**config.mk**
```make
export PLATFORM = sky130hd
export DESIGN_NAME = multicycle_sequencer
export DESIGN_NICKNAME = d
export VERILOG_FILES = /design/src/rtl/multicycle_sequencer.sv
export SDC_FILE = /design/constraint.sdc
export NUM_CORES = 1
export LEC_CHECK = 0
export CAP_MARGIN = 20
export CORE_UTILIZATION = 40
export CTS_CLUSTER_SIZE = 14
export DETAILED_ROUTE_END_ITERATION = 16
export PLACE_DENSITY_LB_ADDON = 0.05
export REMOVE_ABC_BUFFERS = 1
export SETUP_SLACK_MARGIN = 0.3
export SLEW_MARGIN = 10
export SYNTH_ARGS = -nofsm -noshare
export SYNTH_HDL_FRONTEND = slang
export SYNTH_SLANG_ARGS = --single-unit
export TNS_END_PERCENT = 10
```
**constraint.sdc**
```tcl
create_clock -name clk -period 2.83 [get_ports clk]
set_input_delay 0.7075 -clock clk [delete_from_list [all_inputs] [get_ports clk]]
set_output_delay 0.7075 -clock clk [all_outputs]
set_load 0.005 [all_outputs]
```
**src/rtl/multicycle_sequencer.sv**
```systemverilog
// multicycle_sequencer: FETCH/DECODE/EXEC/WB controller for the 2-bit-opcode core.
// Build option: define ILLEGAL_HALT_EN to trap opcode 2'b10 into HALT instead of treating it as a NOP.
module multicycle_sequencer #(
  parameter int CNT_W = 16
) (
  input  logic             clk,
  input  logic             rst,
  input  logic             start,
  input  logic             stop,
  output logic             imem_req,
  input  logic             imem_ack,
  input  logic [1:0]       opcode,
  output logic             ir_load,
  output logic             pc_en,
  output logic             PCsrc,
  output logic             alucntrl,
  output logic             alusrc,
  output logic             immsel,
  output logic             memtoreg,
  output logic             regWrite,
  output logic             busy,
  output logic             instr_done,
  output logic             illegal,
  output logic             halted,
  output logic [CNT_W-1:0] retired
);

  typedef enum logic [2:0] {
    IDLE   = 3'd0,
    FETCH  = 3'd1,
    DECODE = 3'd2,
    EXEC   = 3'd3,
    WB     = 3'd4,
    HALT   = 3'd5
  } state_t;

  localparam logic [1:0] OP_MOV = 2'b00;
  localparam logic [1:0] OP_SLL = 2'b01;
  localparam logic [1:0] OP_ILL = 2'b10;
  localparam logic [1:0] OP_J   = 2'b11;

  state_t           state_reg;
  logic [1:0]       op_q;
  logic [CNT_W-1:0] retired_reg;

  assign retired = retired_reg;

  // Outputs decode only registered state and op_q, except ir_load which must
  // follow imem_ack in the same FETCH cycle.
  always_comb begin
    imem_req   = 1'b0;
    ir_load    = 1'b0;
    pc_en      = 1'b0;
    PCsrc      = 1'b0;
    alucntrl   = 1'b0;
    alusrc     = 1'b0;
    immsel     = 1'b0;
    memtoreg   = 1'b0;
    regWrite   = 1'b0;
    busy       = 1'b0;
    instr_done = 1'b0;
    illegal    = 1'b0;
    halted     = 1'b0;
    case (state_reg)
      FETCH: begin
        busy     = 1'b1;
        imem_req = 1'b1;
        ir_load  = imem_ack;
      end
      DECODE: busy = 1'b1;
      EXEC: begin
        busy = 1'b1;
        case (op_q)
          OP_MOV: memtoreg = 1'b1;
          OP_SLL: begin
            alucntrl = 1'b1;
            alusrc   = 1'b1;
          end
          OP_J: begin
            immsel     = 1'b1;
            PCsrc      = 1'b1;
            pc_en      = 1'b1;
            instr_done = 1'b1;
          end
          default: begin
            illegal = 1'b1;
`ifndef ILLEGAL_HALT_EN
            pc_en      = 1'b1;
            instr_done = 1'b1;
`endif
          end
        endcase
      end
      WB: begin
        // Selects stay as in EXEC so the write-back mux sees stable data.
        busy       = 1'b1;
        memtoreg   = (op_q == OP_MOV);
        alucntrl   = (op_q == OP_SLL);
        alusrc     = (op_q == OP_SLL);
        regWrite   = 1'b1;
        pc_en      = 1'b1;
        instr_done = 1'b1;
      end
      HALT: begin
`ifdef ILLEGAL_HALT_EN
        halted = 1'b1;
`endif
      end
      default: ;
    endcase
  end

  always_ff @(posedge clk) begin
    if (rst) begin
      state_reg   <= IDLE;
      op_q        <= OP_MOV;
      retired_reg <= '0;
    end else begin
      if (instr_done)
        retired_reg <= retired_reg + CNT_W'(1);
      case (state_reg)
        IDLE:   if (start) state_reg <= FETCH;
        FETCH:  if (imem_ack) state_reg <= DECODE;
        DECODE: begin
          op_q      <= opcode;
          state_reg <= EXEC;
        end
        EXEC: begin
          case (op_q)
            OP_J:   state_reg <= stop ? IDLE : FETCH;
            OP_ILL: begin
`ifdef ILLEGAL_HALT_EN
              state_reg <= HALT;
`else
              state_reg <= stop ? IDLE : FETCH;
`endif
            end
            default: state_reg <= WB;
          endcase
        end
        WB: state_reg <= stop ? IDLE : FETCH;
        HALT: begin
`ifdef ILLEGAL_HALT_EN
          state_reg <= HALT;
`else
          state_reg <= IDLE;
`endif
        end
        default: state_reg <= IDLE;
      endcase
    end
  end

endmodule

```
Word-level counts from Yosys, hierarchy flattened:

Index checks and enable logic that the tools add are counted.

* output and inout port bits: 29
* bits in registers: 21

* equal/unequal tests: 9
* reduce and logical (&&, ||, !) cells: 7
* $add $sub $neg: 1
* multiplexer cells: 19

Operators by type and width (count)
* adder 16 x 1 -> 16 bit, second input constant: 1
* one-hot mux 3 bit (5 select lines): 1
* 2-to-1 mux 1 bit: 12
* 2-to-1 mux 3 bit: 3
* equality test 3 x 2 -> 1 bit, second input constant: 2
* one-hot mux 1 bit (2 select lines): 3
* equality test 2 bit, second input constant: 2
* inequality test 2 bit, second input constant: 2
* OR reduction 2 bit: 2
* OR reduction 4 bit: 1
* equality test 3 x 1 -> 1 bit, second input constant: 1
* equality test 3 bit, second input constant: 1
* zero test 3 bit: 1
* OR reduction 3 bit: 1
* equality test 2 x 1 -> 1 bit, second input constant: 1
* zero test 2 bit: 1
* AND reduction 2 bit: 1

Logic depth before layout (Yosys ltp):

Gate-level depths: netlist of the first run.

* depth after elaboration: 4
* gate-level depth with buffers: 8
* gate-level depth less buffers: 6

Worst setup path before layout of the first run:

OpenSTA, ideal clock, no wires.

* path kind: register to output
* from: reg state_reg[2]
* to: out alusrc
* setup slack: 760 ps
* stages on the path, launching flop included: 6
* buffers on the path: 3
* arrival: 1362 ps
* required time: 2122 ps
* path through: dfxtp_1 > buf_4 > or3b_1 > buf_2 > a211oi_1 > buf_4

* longest elaborated chain between the ends: 2
* elaborated cells on any way between the ends: 3
* those cells by class: eq/ne (2); mux (1)

Ends and longest elaborated chain
* start: declaration: RTL line 42 `state_t state_reg;`
* start signal: assignment: RTL line 130 `OP_J: state_reg <= stop ? IDLE : FETCH;`
* start signal: assignment: RTL line 135 `state_reg <= stop ? IDLE : FETCH;`
* start signal: assignment: RTL line 141 `WB: state_reg <= stop ? IDLE : FETCH;`
* equality test 3 bit / equality test 3 x 2 -> 1 bit (equally long branches)
* one-hot mux 1 bit (2 select lines) (*)
* end: declaration: RTL line 17 `output logic alusrc,`

Every way passes the cells marked *; elsewhere a longest branch is shown, timed or not.

Worst setup path in the final report of the first run:

* from: reg state_reg[1]
* to: out instr_done

* longest elaborated chain between the ends: 2
* elaborated cells on any way between the ends: 3
* those cells by class: eq/ne (2); mux (1)

Ends and longest elaborated chain
* equality test 3 bit / equality test 3 x 2 -> 1 bit (equally long branches): RTL line 64 `case (state_reg)`
* one-hot mux 1 bit (2 select lines) (*): RTL line 64
* end: declaration: RTL line 22 `output logic instr_done,`

Marks and branches as above.

==> flow_summary.yaml, run 1 <==
cells_and_area:
  syn_to_final_growth_pct: 37.4
  multiInputGateArea_sq_um: 594
  num_antenna_cells: 0
  largest_reg_flops: 16
  seq_area_sq_um: 432
  fin_nets: 172
  layout-drive-gt1-share: 0.0982
  fin_cells: 193
  n_fill_cell: 250
sta:
  max_freq_mhz: 383
  finClkSkew_ns: 0.00733
  setup_slack_ns: 0.218
  final_max_slew_viol_count: 0
  finalCritPeriodShare: 0.923
  rsz0062_at_grt: "yes"
  fin_setup_tns_ns: 0
  setup_viol: 0
  min_period_ns: 2.61
  finalHoldViolCount: 0
clock_network:
  htree_levels: 1
  root_buffer: "clkbuf_4"
  cts-hold-fix-buffers: 0
  cts-buffers-inserted: 3
  clk_path_buf_depth: 2
  clkLatencyLatePin_ns: 0.31
  cts_sinks: 21
  cts_tree: "yes"
  path_clk_slew_ns: 0.12
power_and_ir_drop:
  pwr-share-clk: 0.288
  power.internal_w: 0.000385
  switching_power_w: 0.000124
  p_per_area_mw_per_mm2: 344
  power.share.sequential: 0.604
  vdd_ir_drop_max_mv: 0.439
  power_w: 0.000509
  netSwitchingFraction: 0.244
  p_leak_nw: 0.516
  combinationalPowerShare: 0.107
floorplan:
  io_pins: 36
  die-area_sq_mm: 0.00291
  start_util: 0.428
  core-area_sq_mm: 0.00252
  die_w_um: 53.9
  die_h_um: 53.9
  rows: 18
grt:
  grt_pass1_wl_mm: 4.06
  grt_pass1_vias: 923
  grt_overflow: 0
  antenna_found_initial: 0
  grtUsageTotal: 0.195
  grt_max_degree: 17
yosys:
  netlist_top_cells_area: "dfxtp_1 (39%), a21oi_1 (4.6%), nor2_1 (4.5%), nand2_1 (3.8%), a211oi_1 (3.5%)"
  syn_avg_cell_area_sq_um: 8.30
  synth_cells: 130
  synth_cell_type_count: 36
  ys_seq_area_frac: 0.390
  synth-seq-cells: 21
  syn_area_sq_mm: 0.00108
  synth_warnings: 0
  yosysTopAreaCellShare: 0.390
  synth_top_area_cell: "dfxtp_1"
setup_path:
  ff2ff_setup_slack_ns: 0.69
  critPathLaunchType: "register"
  critPathKind: "register to output pin"
  worstReg2RegStart: "state_reg[1]"
  reg2reg_to: "retired[13]"
  reg2reg_depth: 5
  crit_arrival_ns: 1.90
  required_ns: 2.12
  cp-end-kind: "output pin"
  cp_max_fo: 9
drt:
  post-route-drc-count: 0
  routed_wl_mm: 2.47
  route.vias.total: 1056
  ant_nets: 0
  first_iter_violations: 8
  wl_per_cell_um: 12.8
  via_per_inst: 5.47
  dr.pass1.iters: 4
placement:
  gp_congestion: 0.788
  dp_hpwl_mm: 1.76
  placed_cells_incl_taps: 185
  place_ws_ns: 0.287
  io_buffers: 34
worst_hold_path:
  worstHoldPathCells: 2
  min_delay_worst_endpoint: "retired[15]"
  hp-class: "register to register"
  min_from: "retired[15]"
run:
  drv_cap: 0
run_status:
  status: "finished, final reports clean"
-- critical path, stage by stage (launching register included) --
cell and delay [ns]:
dfxtp_4 0.39, or3b_4 0.43, inv_2 0.10, nor2_1 0.08, inv_1 0.10, clkdlybuf4s50_1 0.50
-- per-layer routing --
layer	up-vias	global-route usage	wire length, um
li1	535	-	-
met1	496	0.248	1130
met4	0	0.0263	15
met2	23	0.331	1230
met3	2	0.0565	92
met5	-	0	0
-- through the flow --
step	hold WS (ns)	instance area (sq um)	utilization
after CTS	0.498	1480	0.586
after global placement	0.469	1400	0.557
after floorplan	0.462	1020	-
final	0.493	1480	0.587
after detailed placement	0.480	1400	0.557
after global routing	0.504	1480	0.587
-- cells in the mapped netlist (all sizes together) --
cell type   n
ha          1
or4         5
o22ai       1
nor2       13
xor2        3
nand4       3
nor3        1
a21oi      10
inv         3
a211oi      5
nor3b       1
dfxtp      21
nand3       4
mux2i       2
o2111ai     2
buf         7
or3b        1
nand2b      1
a211o       1
o31ai       4
nand3b      2
o21ai       6
nor2b       3
xnor2       4
and2        1
a21o        1
clkbuf      3
or3         4
nand2      11
and4        2
and4b       1
nand4b      1
or2         1
conb        1
-- how the worst max path moves through the flow --
stage                     slack, ns  cells past startpoint     endpoint          from
after floorplan                0.85                      4  retired[13]  state_reg[2]
after CTS                      0.23                      5   instr_done  state_reg[1]
final                          0.22                      5   instr_done  state_reg[1]
after global routing           0.12                      4     memtoreg  state_reg[0]
after detailed placement       0.29                      5   instr_done  state_reg[2]
after global placement         0.31                      3      ir_load      imem_ack
-- layout make-up --
| class | instances | area share |
|---|---|---|
| multi-input cells | 96 | 0.401 |
| flip-flops and latches | 21 | 0.291 |
| repair buffers | 39 | 0.256 |
| well taps | 30 | 0.0253 |
| clock buffers | 3 | 0.0152 |
| inverters | 3 | 0.00760 |
| clock inverters | 1 | 0.00338 |
-- power groups by stage --
stage,sequential (W),clock (W),combinational [W]
after floorplan,0.000312,0,0.0000223
after global placement,0.000314,0,0.0000520
after detailed placement,0.000314,0,0.0000524
after CTS,0.000307,0.000150,0.0000546
after global routing,0.000309,0.000161,0.0000614
final,0.000308,0.000147,0.0000546
-- repair_timing --
item                                    4_1_cts  5_1_grt
pin swaps                                     1        0
endpoints found under the setup margin        7        8
setup buffers                                 4        0
resized for setup                            10        1
-- kinds of logic after synthesis --
logic type               after synthesis  share of synthesized area
AO/OA/AOI/OAI                         30                      0.174
XOR/XNOR                               7                     0.0568
adder cells (fa/ha/maj)                1                     0.0116
buffers and inverters                 13                     0.0661
flip-flops                            21                      0.390
multiplexers                           2                     0.0186
other                                  1                    0.00348
AND/OR/NAND/NOR                       55                      0.280
-- cells in the final DEF, fill, tap and decap left out, types with 2 or more instances in the layout --
cell,n
nand4_1,3
mux2i_1,2
or4_1,5
clkdlybuf4s50_1,32
nor2_1,13
a21oi_1,10
clkbuf_4,3
nand3b_1,2
xnor2_1,4
dfxtp_4,3
buf_4,5
and4_1,2
nor2b_1,3
or3_1,4
o21ai_0,6
xor2_1,3
nand2_1,11
o31ai_1,4
a211oi_1,4
o2111ai_1,2
nand3_1,4
dfxtp_1,18
inv_1,2
Power figures use the tool's default switching activity.
==> run 2: changes to the inputs <==
--- a/config.mk
+++ b/config.mk
@@ -5,6 +5,7 @@
 export SDC_FILE = /design/constraint.sdc
 export NUM_CORES = 1
 export LEC_CHECK = 0
+export ABC_AREA = 1
 export CAP_MARGIN = 20
 export CORE_UTILIZATION = 40
 export CTS_CLUSTER_SIZE = 14
@@ -12,7 +13,6 @@
 export PLACE_DENSITY_LB_ADDON = 0.05
 export REMOVE_ABC_BUFFERS = 1
 export SETUP_SLACK_MARGIN = 0.3
-export SLEW_MARGIN = 10
 export SYNTH_ARGS = -nofsm -noshare
 export SYNTH_HDL_FRONTEND = slang
 export SYNTH_SLANG_ARGS = --single-unit
==> flow_summary.yaml, run 2 <==
setup_path:
  path_cells: "clkdlybuf4s50_1 -> inv_1 -> nor2_1 -> clkdlybuf4s50_1"
  cp_max_fo: 2
  required_ns: 2.12
  cpPeakStageDelay_ns: 0.51
  crit_family: "buffers and inverters"
  crit_buf_inv: 3
  crit_slowest_cell: "clkdlybuf4s50_1"
  critPathKind: "input pin to output pin"
  cpMostUsedCell: "clkdlybuf4s50_1"
  critPathLaunchType: "input pin"
  cp-end-kind: "output pin"
  crit_arrival_ns: 1.83
sta:
  finalHoldViolCount: 0
  setup_viol: 0
  fin_setup_tns_ns: 0
  max_freq_mhz: 394
  worstMarginPinSlew_ns: 0.505
  min_period_ns: 2.54
  finClkSkew_ns: 0.00167
  slew_headroom: 0.663
  finalCritPeriodShare: 0.896
  rsz0062_at_grt: "yes"
  holdWs_ns: 0.461
  final_max_slew_viol_count: 0
drt:
  routed_wl_mm: 2.80
  via_per_inst: 4.94
  route.vias.total: 1265
  post-route-drc-count: 0
  first_iter_violations: 58
  dr.pass1.iters: 4
  ant_nets: 0
  wl_per_cell_um: 10.9
yosys:
  syn_area_sq_mm: 0.00123
  syn_avg_cell_area_sq_um: 6.40
  netlist_top_cells_area: "dfxtp_1 (34%), nand2_1 (12%), inv_1 (11%), nor2_1 (7.6%), nand3_1 (6.9%)"
  synth_async_sr_flop_share: 0
  synth_edf_count: 0
  yosysMostFrequentCell: "nand2_1"
  synth_cells: 193
  synth_cell_type_count: 24
  synth_top_area_cell: "dfxtp_1"
  synth-main-ff-cell: "dfxtp_1"
  synth_warnings: 0
  yosysTopAreaCellShare: 0.340
  ys_seq_area_frac: 0.340
  synth-seq-cells: 21
  synth.top_cells.by_count: "nand2_1 (38), inv_1 (36), nor2_1 (25), dfxtp_1 (21), nand3_1 (17)"
cells_and_area:
  largest_reg_flops: 16
  mostFrequentLayoutCells: "nand2_1 (38), inv_1 (36), clkdlybuf4s50_1 (32)"
  fin_util: 0.571
  num_antenna_cells: 0
  final_common_cell: "nand2_1"
  syn_to_final_growth_pct: 30.7
  fin_area_sq_mm: 0.00161
  layout-drive-gt1-share: 0.102
  fin_nets: 234
power_and_ir_drop:
  power.share.sequential: 0.560
  p_leak_nw: 0.690
  vdd_ir_drop_max_mv: 0.297
  combinationalPowerShare: 0.159
  netSwitchingFraction: 0.290
  power.internal_w: 0.000400
  pwr-share-clk: 0.282
  p_per_area_mw_per_mm2: 349
  switching_power_w: 0.000163
grt:
  antenna_found_initial: 0
  grtUsageTotal: 0.178
  grt_overflow: 0
  grt_max_degree: 30
  grt_pass1_wl_mm: 4.71
  grt_pass1_vias: 1098
clock_network:
  root_buffer: "clkbuf_4"
  clk_path_buf_depth: 2
  cts-buffers-inserted: 3
  htree_levels: 1
  clkLatencyLatePin_ns: 0.32
  cts-hold-fix-buffers: 0
  cts_sinks: 21
  path_clk_slew_ns: 0.13
  cts_tree: "yes"
run_status:
  status: "finished, final reports clean"
placement:
  place_area_sq_mm: 0.00156
  io_buffers: 34
  gp_congestion: 0.784
  dp_hpwl_mm: 2.06
floorplan:
  die-area_sq_mm: 0.00331
  rows: 19
  die_h_um: 57.6
  core-area_sq_mm: 0.00283
  io_pins: 36
  die_w_um: 57.6
  start_util: 0.437
worst_hold_path:
  hp-class: "register to register"
run:
  drv_cap: 0
run 2: worst paths after layout:
check	from	endpoint	slack (ns)	depth (start not counted)
max reg2reg	op_q[1]	retired[5]	1.29	6
max	imem_ack	ir_load	0.29	4
min reg2reg	state_reg[2]	state_reg[2]	0.46	1
min	state_reg[2]	state_reg[2]	0.46	1
run 2: timing repair:
item,in CTS,in global routing
resized for setup,5,3
pin swaps,1,3
setup endpoints to repair,4,4
setup buffers,0,1
run 2: area by class of cell:
type,instances,area [sq um]
Clock inverter,1,5.00
Clock buffer,3,22.5
Multi-Input combinational cell,127,628
Sequential cell,21,424
Timing Repair Buffer,36,357
Fill cell,282,1210
Tap cell,31,38.8
Inverter,37,139
run 2: through the flow:
| stage | std cells | total power (W) | setup WS [ns] |
|---|---|---|---|
| final | 256 | 0.000563 | 0.294 |
| after CTS | 255 | 0.000565 | 0.281 |
| after detailed placement | 251 | 0.000406 | 0.285 |
| after floorplan | 185 | 0.000363 | 1.12 |
| after global placement | 251 | 0.000403 | 0.315 |
| after global routing | 256 | 0.000592 | 0.219 |
run 2: per-layer routing:
layer / track usage / wire [um]
met3: 0.0522 / 121
met4: 0.0557 / 26
met2: 0.297 / 1310
met1: 0.221 / 1340
met5: 0 / 0
run 2: power by group through the flow:
stage / Combinational [W] / Sequential (W) / Clock, W
detailed placement: 0.0000866 / 0.000319 / 0
global placement: 0.0000840 / 0.000319 / 0
floorplan: 0.0000457 / 0.000317 / 0
finish: 0.0000892 / 0.000315 / 0.000159
global route: 0.0000984 / 0.000316 / 0.000178
CTS: 0.0000886 / 0.000314 / 0.000162
run 2: worst reg2reg max path, cell delays in order, from the launching register on:
cell,delay [ns]
dfxtp_1,0.49
nand4_2,0.20
nand2_2,0.12
buf_4,0.29
nand2_2,0.13
nor2_1,0.15
nor3_2,0.06
run 2: logic make-up after synthesis:
| logic type | share of synthesized area |
|---|---|
| AOI/OAI and AO/OA | 0.0861 |
| buffers and inverters | 0.161 |
| adders and majority gates | 0.0101 |
| DFF | 0.340 |
| and+or+nand+nor | 0.399 |
| other | 0.00304 |
==> run 3: changes to the inputs <==
--- a/config.mk
+++ b/config.mk
@@ -7,6 +7,7 @@
 export LEC_CHECK = 0
 export ABC_AREA = 1
 export CAP_MARGIN = 20
+export CORE_MARGIN = 2
 export CORE_UTILIZATION = 40
 export CTS_CLUSTER_SIZE = 14
 export DETAILED_ROUTE_END_ITERATION = 16
==> flow_summary.yaml, run 3 (same netlist as run 2, synthesis figures left out) <==
setup_path:
  path_cells: "clkdlybuf4s50_1 -> inv_1 -> nor2_1 -> clkdlybuf4s50_1"
  reg2reg_to: "retired[7]"
  worstReg2RegStart: "op_q[1]"
  crit_slowest_cell: "clkdlybuf4s50_1"
  required_ns: 2.12
  critPathKind: "input pin to output pin"
  crit_arrival_ns: 1.81
  ff2ff_setup_slack_ns: 1.28
  cp-end-kind: "output pin"
  crit_start: "imem_ack"
  critPathLaunchType: "input pin"
  cpPeakStageDelay_ns: 0.50
  critPathCapture: "ir_load"
  reg2reg_depth: 6
  cp_max_fo: 2
  cpMostUsedCell: "clkdlybuf4s50_1"
cells_and_area:
  syn_to_final_growth_pct: 29.7
  layout-drive-gt1-share: 0.0804
  fin_nets: 233
  final_common_cell: "nand2_1"
  fin_area_sq_mm: 0.00160
  num_antenna_cells: 0
  mostFrequentLayoutCells: "nand2_1 (38), inv_1 (36), clkdlybuf4s50_1 (34)"
  largest_reg_flops: 16
  fin_cells: 257
floorplan:
  rows: 20
  die-area_sq_mm: 0.00355
  start_util: 0.411
  die_w_um: 59.6
  io_pins: 36
  core-area_sq_mm: 0.00300
  die_h_um: 59.6
clock_network:
  clkLatencyLatePin_ns: 0.31
  root_buffer: "clkbuf_4"
  cts_sinks: 21
  cts_setup_buffers: 0
  htree_levels: 1
  path_clk_slew_ns: 0.12
  cts_tree: "yes"
  clk_path_buf_depth: 2
  cts-buffers-inserted: 3
placement:
  place_ws_ns: 0.315
  gp_congestion: 0.775
  placed_cells_incl_taps: 253
  io_buffers: 34
  place_area_sq_mm: 0.00156
  dp_hpwl_mm: 2.03
sta:
  slew_headroom: 0.663
  worstMarginPinSlew_ns: 0.505
  setup_slack_ns: 0.308
  finClkSkew_ns: 0.0100
  final_max_slew_viol_count: 0
  finalCritPeriodShare: 0.891
  fin_setup_tns_ns: 0
  finalHoldViolCount: 0
  setup_viol: 0
  holdWs_ns: 0.512
  min_period_ns: 2.52
  max_freq_mhz: 397
  rsz0062_at_grt: "yes"
run:
  drv_cap: 0
drt:
  dr.pass1.iters: 4
  route.vias.total: 1261
  post-route-drc-count: 0
  ant_nets: 0
  first_iter_violations: 50
  routed_wl_mm: 2.76
  wl_per_cell_um: 10.7
  via_per_inst: 4.91
grt:
  grt_pass1_vias: 1093
  grt_pass1_wl_mm: 4.51
  antenna_found_initial: 0
  grtUsageTotal: 0.166
  grt_max_degree: 29
  grt_overflow: 0
worst_hold_path:
  worstHoldPathCells: 1
  hp-class: "register to register"
power_and_ir_drop:
  vdd_ir_drop_max_mv: 0.170
  p_leak_nw: 0.659
  p_per_area_mw_per_mm2: 344
run_status:
  status: "finished, final reports clean"
[run 3: cell count changes in the layout (fill, tap and decap cells not counted), sizes merged]
cell	before	now
clkdlybuf4s50	32	34
buf	2	1
clkbuf	3	4
clkinv	1	0
dlygate4sd2	1	0
dlymetal6s2s	1	0
[run 3: per-layer routing]
| metal | vias up | global-route usage | wire length [um] |
|---|---|---|---|
| met4 | 0 | 0.0730 | 20 |
| met3 | 2 | 0.0328 | 138 |
| li1 | 676 | - | - |
| met2 | 33 | 0.273 | 1250 |
| met5 | - | 0 | 0 |
| met1 | 550 | 0.209 | 1350 |
[run 3: how the worst min path moves through the flow]
stage	from	endpoint	slack (ns)
after floorplan	state_reg[2]	state_reg[2]	0.46
after global placement	state_reg[2]	state_reg[2]	0.48
after detailed placement	state_reg[2]	state_reg[2]	0.49
after CTS	state_reg[2]	state_reg[2]	0.51
after global routing	state_reg[2]	state_reg[2]	0.53
final	state_reg[2]	state_reg[2]	0.51
[run 3: cell type report]
type	instances	area [sq um]
clock buffer	4	26.3
fill	300	1400
inverter	37	139
multi-input combinational	127	627
sequential	21	420
tap	33	41.3
timing repair buffer	35	348
[run 3: where the power goes]
part | switching (W) | leakage, nW | internal (W)
clock network | 0.0000955 | 0.0150 | 0.0000549
logic | 0.0000458 | 0.474 | 0.0000419
registers | 0.0000101 | 0.170 | 0.000303
[run 3: timing repair]
| action | 4_1_cts | 5_1_grt |
|---|---|---|
| hold buffers | 0 | 0 |
| endpoints found under the setup margin | 3 | 6 |
| gates resized for setup | 2 | 1 |
[run 3: metrics by stage]
step / util / total power (W)
2_1_floorplan: - / 0.000363
5_1_grt: 0.533 / 0.000587
3_3_place_gp: 0.521 / 0.000403
4_1_cts: 0.532 / 0.000562
6_report: 0.533 / 0.000552
3_5_place_dp: 0.521 / 0.000405
[run 3: critical path, delay by kind of cell]
| family | cells | cell delay, ns |
|---|---|---|
| buffers and inverters | 3 | 1.01 |
| AND/OR/NAND/NOR | 1 | 0.09 |
==> RTL edit (flow settings as in run 3) <==
Put one more register stage on the output `retired`. The value now appears one clock later. The other outputs are not delayed to match.
--- a/src/rtl/multicycle_sequencer.sv
+++ b/src/rtl/multicycle_sequencer.sv
@@ -45,3 +45,5 @@
 
-  assign retired = retired_reg;
+  always_ff @(posedge clk) begin
+    retired <= retired_reg;
+  end
 
Function: changed (a bounded check fails within 10 cycles, from zero or initial values and one cycle with rst high).
==> RTL edit against run 3 <==
Sequential cell count is 16 higher; synthesized area up 21%; final cell count increased by 7.8%; setup slack gained 0.11 ns; wire length increased by 11%; non-clock buffer count unchanged; clock skew shrank 0.0067 ns; combinational power fell by 5.4%; total power up 80%; critical path depth decreased by 1; final area is 23% higher; synthesized cell count grew 0.52%.
==> RTL edit: results (changes against run 3) <==
{
  "status": {"value": "complete, no violations", "change": "unchanged"},
  "filler_cell_count": {"value": 369, "change": "was 300"},
  "post-place-cells": {"value": 270, "change": "was 253"},
  "clock_tree.root_cell": {"value": "sky130_fd_sc_hd__clkbuf_8", "change": "was sky130_fd_sc_hd__clkbuf_4"},
  "largest_reg_flops": {"value": 32, "change": "was 16"},
  "routabilityCongestion": {"value": 0.745, "change": "was 0.775"},
  "placed_area": {"value": 1850, "unit": "sq um", "change": "was 1560 sq um"},
  "h-tree-depth": {"value": 2, "change": "was 1"},
  "fin_skew": {"value": 0.00337, "unit": "ns", "change": "was 0.0100 ns"},
  "critical_path.max_fanout": {"value": 17, "change": "was 2"},
  "synth.area.top_cells": {"value": "sky130_fd_sc_hd__dfxtp_1 (50%), sky130_fd_sc_hd__nand2_1 (10%), sky130_fd_sc_hd__nor2_1 (7.8%)", "change": "was sky130_fd_sc_hd__dfxtp_1 (34%), sky130_fd_sc_hd__nand2_1 (12%), sky130_fd_sc_hd__inv_1 (11%)"},
  "path_clk_slew": {"value": 0.07, "unit": "ns", "change": "was 0.12 ns"},
  "drt_first_pass_iters": {"value": 4, "change": "unchanged"},
  "cp_slowest_cell": {"value": "sky130_fd_sc_hd__clkdlybuf4s50_1", "change": "unchanged"},
  "power.density_cell_area": {"value": 505, "unit": "nW/um^2", "change": "was 344 nW/um^2"},
  "drt-vias-per-instance": {"value": 4.57, "change": "was 4.91"},
  "post_detailed_routing_wire_length": {"value": 3.06, "unit": "mm", "change": "was 2.76 mm"},
  "cts_made_buffers": {"value": 5, "change": "was 3"},
  "grt.total_usage": {"value": 16.7, "unit": "%", "change": "was 16.6%"},
  "grt_max_degree": {"value": 18, "change": "was 29"},
  "share_of_cells_above_drive_strength_1": {"value": 11.8, "unit": "%", "change": "was 8.04%"},
  "grt_first_pass_wirelength": {"value": 5.32, "unit": "mm", "change": "was 4.51 mm"},
  "regToRegSetupSlack_ns": 1.29,
  "total_leakage_power": {"value": 0.000753, "unit": "uW", "change": "was 0.000659 uW"},
  "vias_in_the_first_global_route": {"value": 1170, "change": "was 1093"},
  "vias": {"value": 1267, "change": "was 1261"},
  "detailed_place_hpwl": {"value": 2.18, "unit": "mm", "change": "was 2.03 mm"},
  "worstSkewPairLatency": {"value": 0.28, "unit": "ns", "change": "was 0.31 ns"},
  "vdd_ir_drop_max": {"value": 0.000285, "unit": "V", "change": "was 0.000170 V"},
  "synth_cell_types": {"value": 28, "change": "was 24"},
  "seq_area_frac_synth": {"value": 49.5, "unit": "%", "change": "was 34.0%"},
  "post_synth_most_frequent_cells": {"value": "sky130_fd_sc_hd__nand2_1 (40), sky130_fd_sc_hd__dfxtp_1 (37), sky130_fd_sc_hd__nor2_1 (31)", "change": "was sky130_fd_sc_hd__nand2_1 (38), sky130_fd_sc_hd__inv_1 (36), sky130_fd_sc_hd__nor2_1 (25)"},
  "worst-endpoint-arrival": {"value": 1.71, "unit": "ns", "change": "was 1.81 ns"},
  "synth_area_per_cell": {"value": 7.71, "unit": "sq um", "change": "was 6.40 sq um"},
  "layout.nets": {"value": 237, "change": "was 233"}
}
[RTL edit: per-layer routing]
| metal | vias to the layer above | track usage [%] | wire length, um |
|---|---|---|---|
| li1 | 676 | - | - |
| met1 | 560 | 21.2 | 1500 |
| met2 | 29 | 24.9 | 1380 |
| met3 | 2 | 6.51 | 153 |
| met4 | 0 | 7.81 | 21 |
| met5 | - | 0 | 0 |
[RTL edit: layout make-up]
class / instances / area share [%]
clock buffers: 7 / 4.40
repair buffers: 35 / 17.7
well taps: 48 / 3.06
flip-flops and latches: 37 / 38.0
inverters: 25 / 4.78
multi-input cells: 125 / 32.1
[RTL edit: path summary, 6_finish.rpt]
check             cells after the start       startpoint        endpoint
setup / recovery                      3          op_q[1]           pc_en
hold reg to reg                       0  retired_reg[15]     retired[15]
hold / removal                        0  retired_reg[15]     retired[15]
setup reg to reg                      8   retired_reg[0]  retired_reg[8]
[RTL edit: power breakdown]
part	internal [uW]	total, uW	switching [uW]
Clock	193	366	173
Combinational	40.0	83.0	42.9
Sequential	530	543	12.6
[RTL edit: stage by stage]
step / worst slack (ns) / hold slack (ns)
after floorplan: 1.18 / 0.352
after global placement: 0.288 / 0.366
after detailed placement: 0.263 / 0.363
after CTS: 0.305 / 0.375
after global routing: 0.291 / 0.387
final: 0.416 / 0.375
[RTL edit: cell families (layout without fill, tap and decap cells)]
kind of cell,count (synthesis),in the layout,share of synthesized area (%)
XOR/XNOR,2,2,1.17
buffers and inverters,32,67,9.62
AND/OR/NAND/NOR,100,100,31.0
adder cells (fa/ha/maj),1,1,0.837
AO/OA/AOI/OAI,21,21,7.53
flip-flops,37,37,49.5
other,1,1,0.251
[RTL edit: worst register-to-register path, stage by stage, from the launching register on]
cell	delay [ns]
sky130_fd_sc_hd__dfxtp_1	0.41
sky130_fd_sc_hd__ha_1	0.25
sky130_fd_sc_hd__nand3_1	0.09
sky130_fd_sc_hd__nor2_1	0.26
sky130_fd_sc_hd__nand2_2	0.11
sky130_fd_sc_hd__nor2_4	0.15
sky130_fd_sc_hd__nand2_1	0.07
sky130_fd_sc_hd__nand2_1	0.06
sky130_fd_sc_hd__nor2_1	0.05
[RTL edit: repair_timing]
action                                  CTS  global route
endpoints found under the setup margin    1             4
resized for setup                         1             8
pin swaps                                 0             0
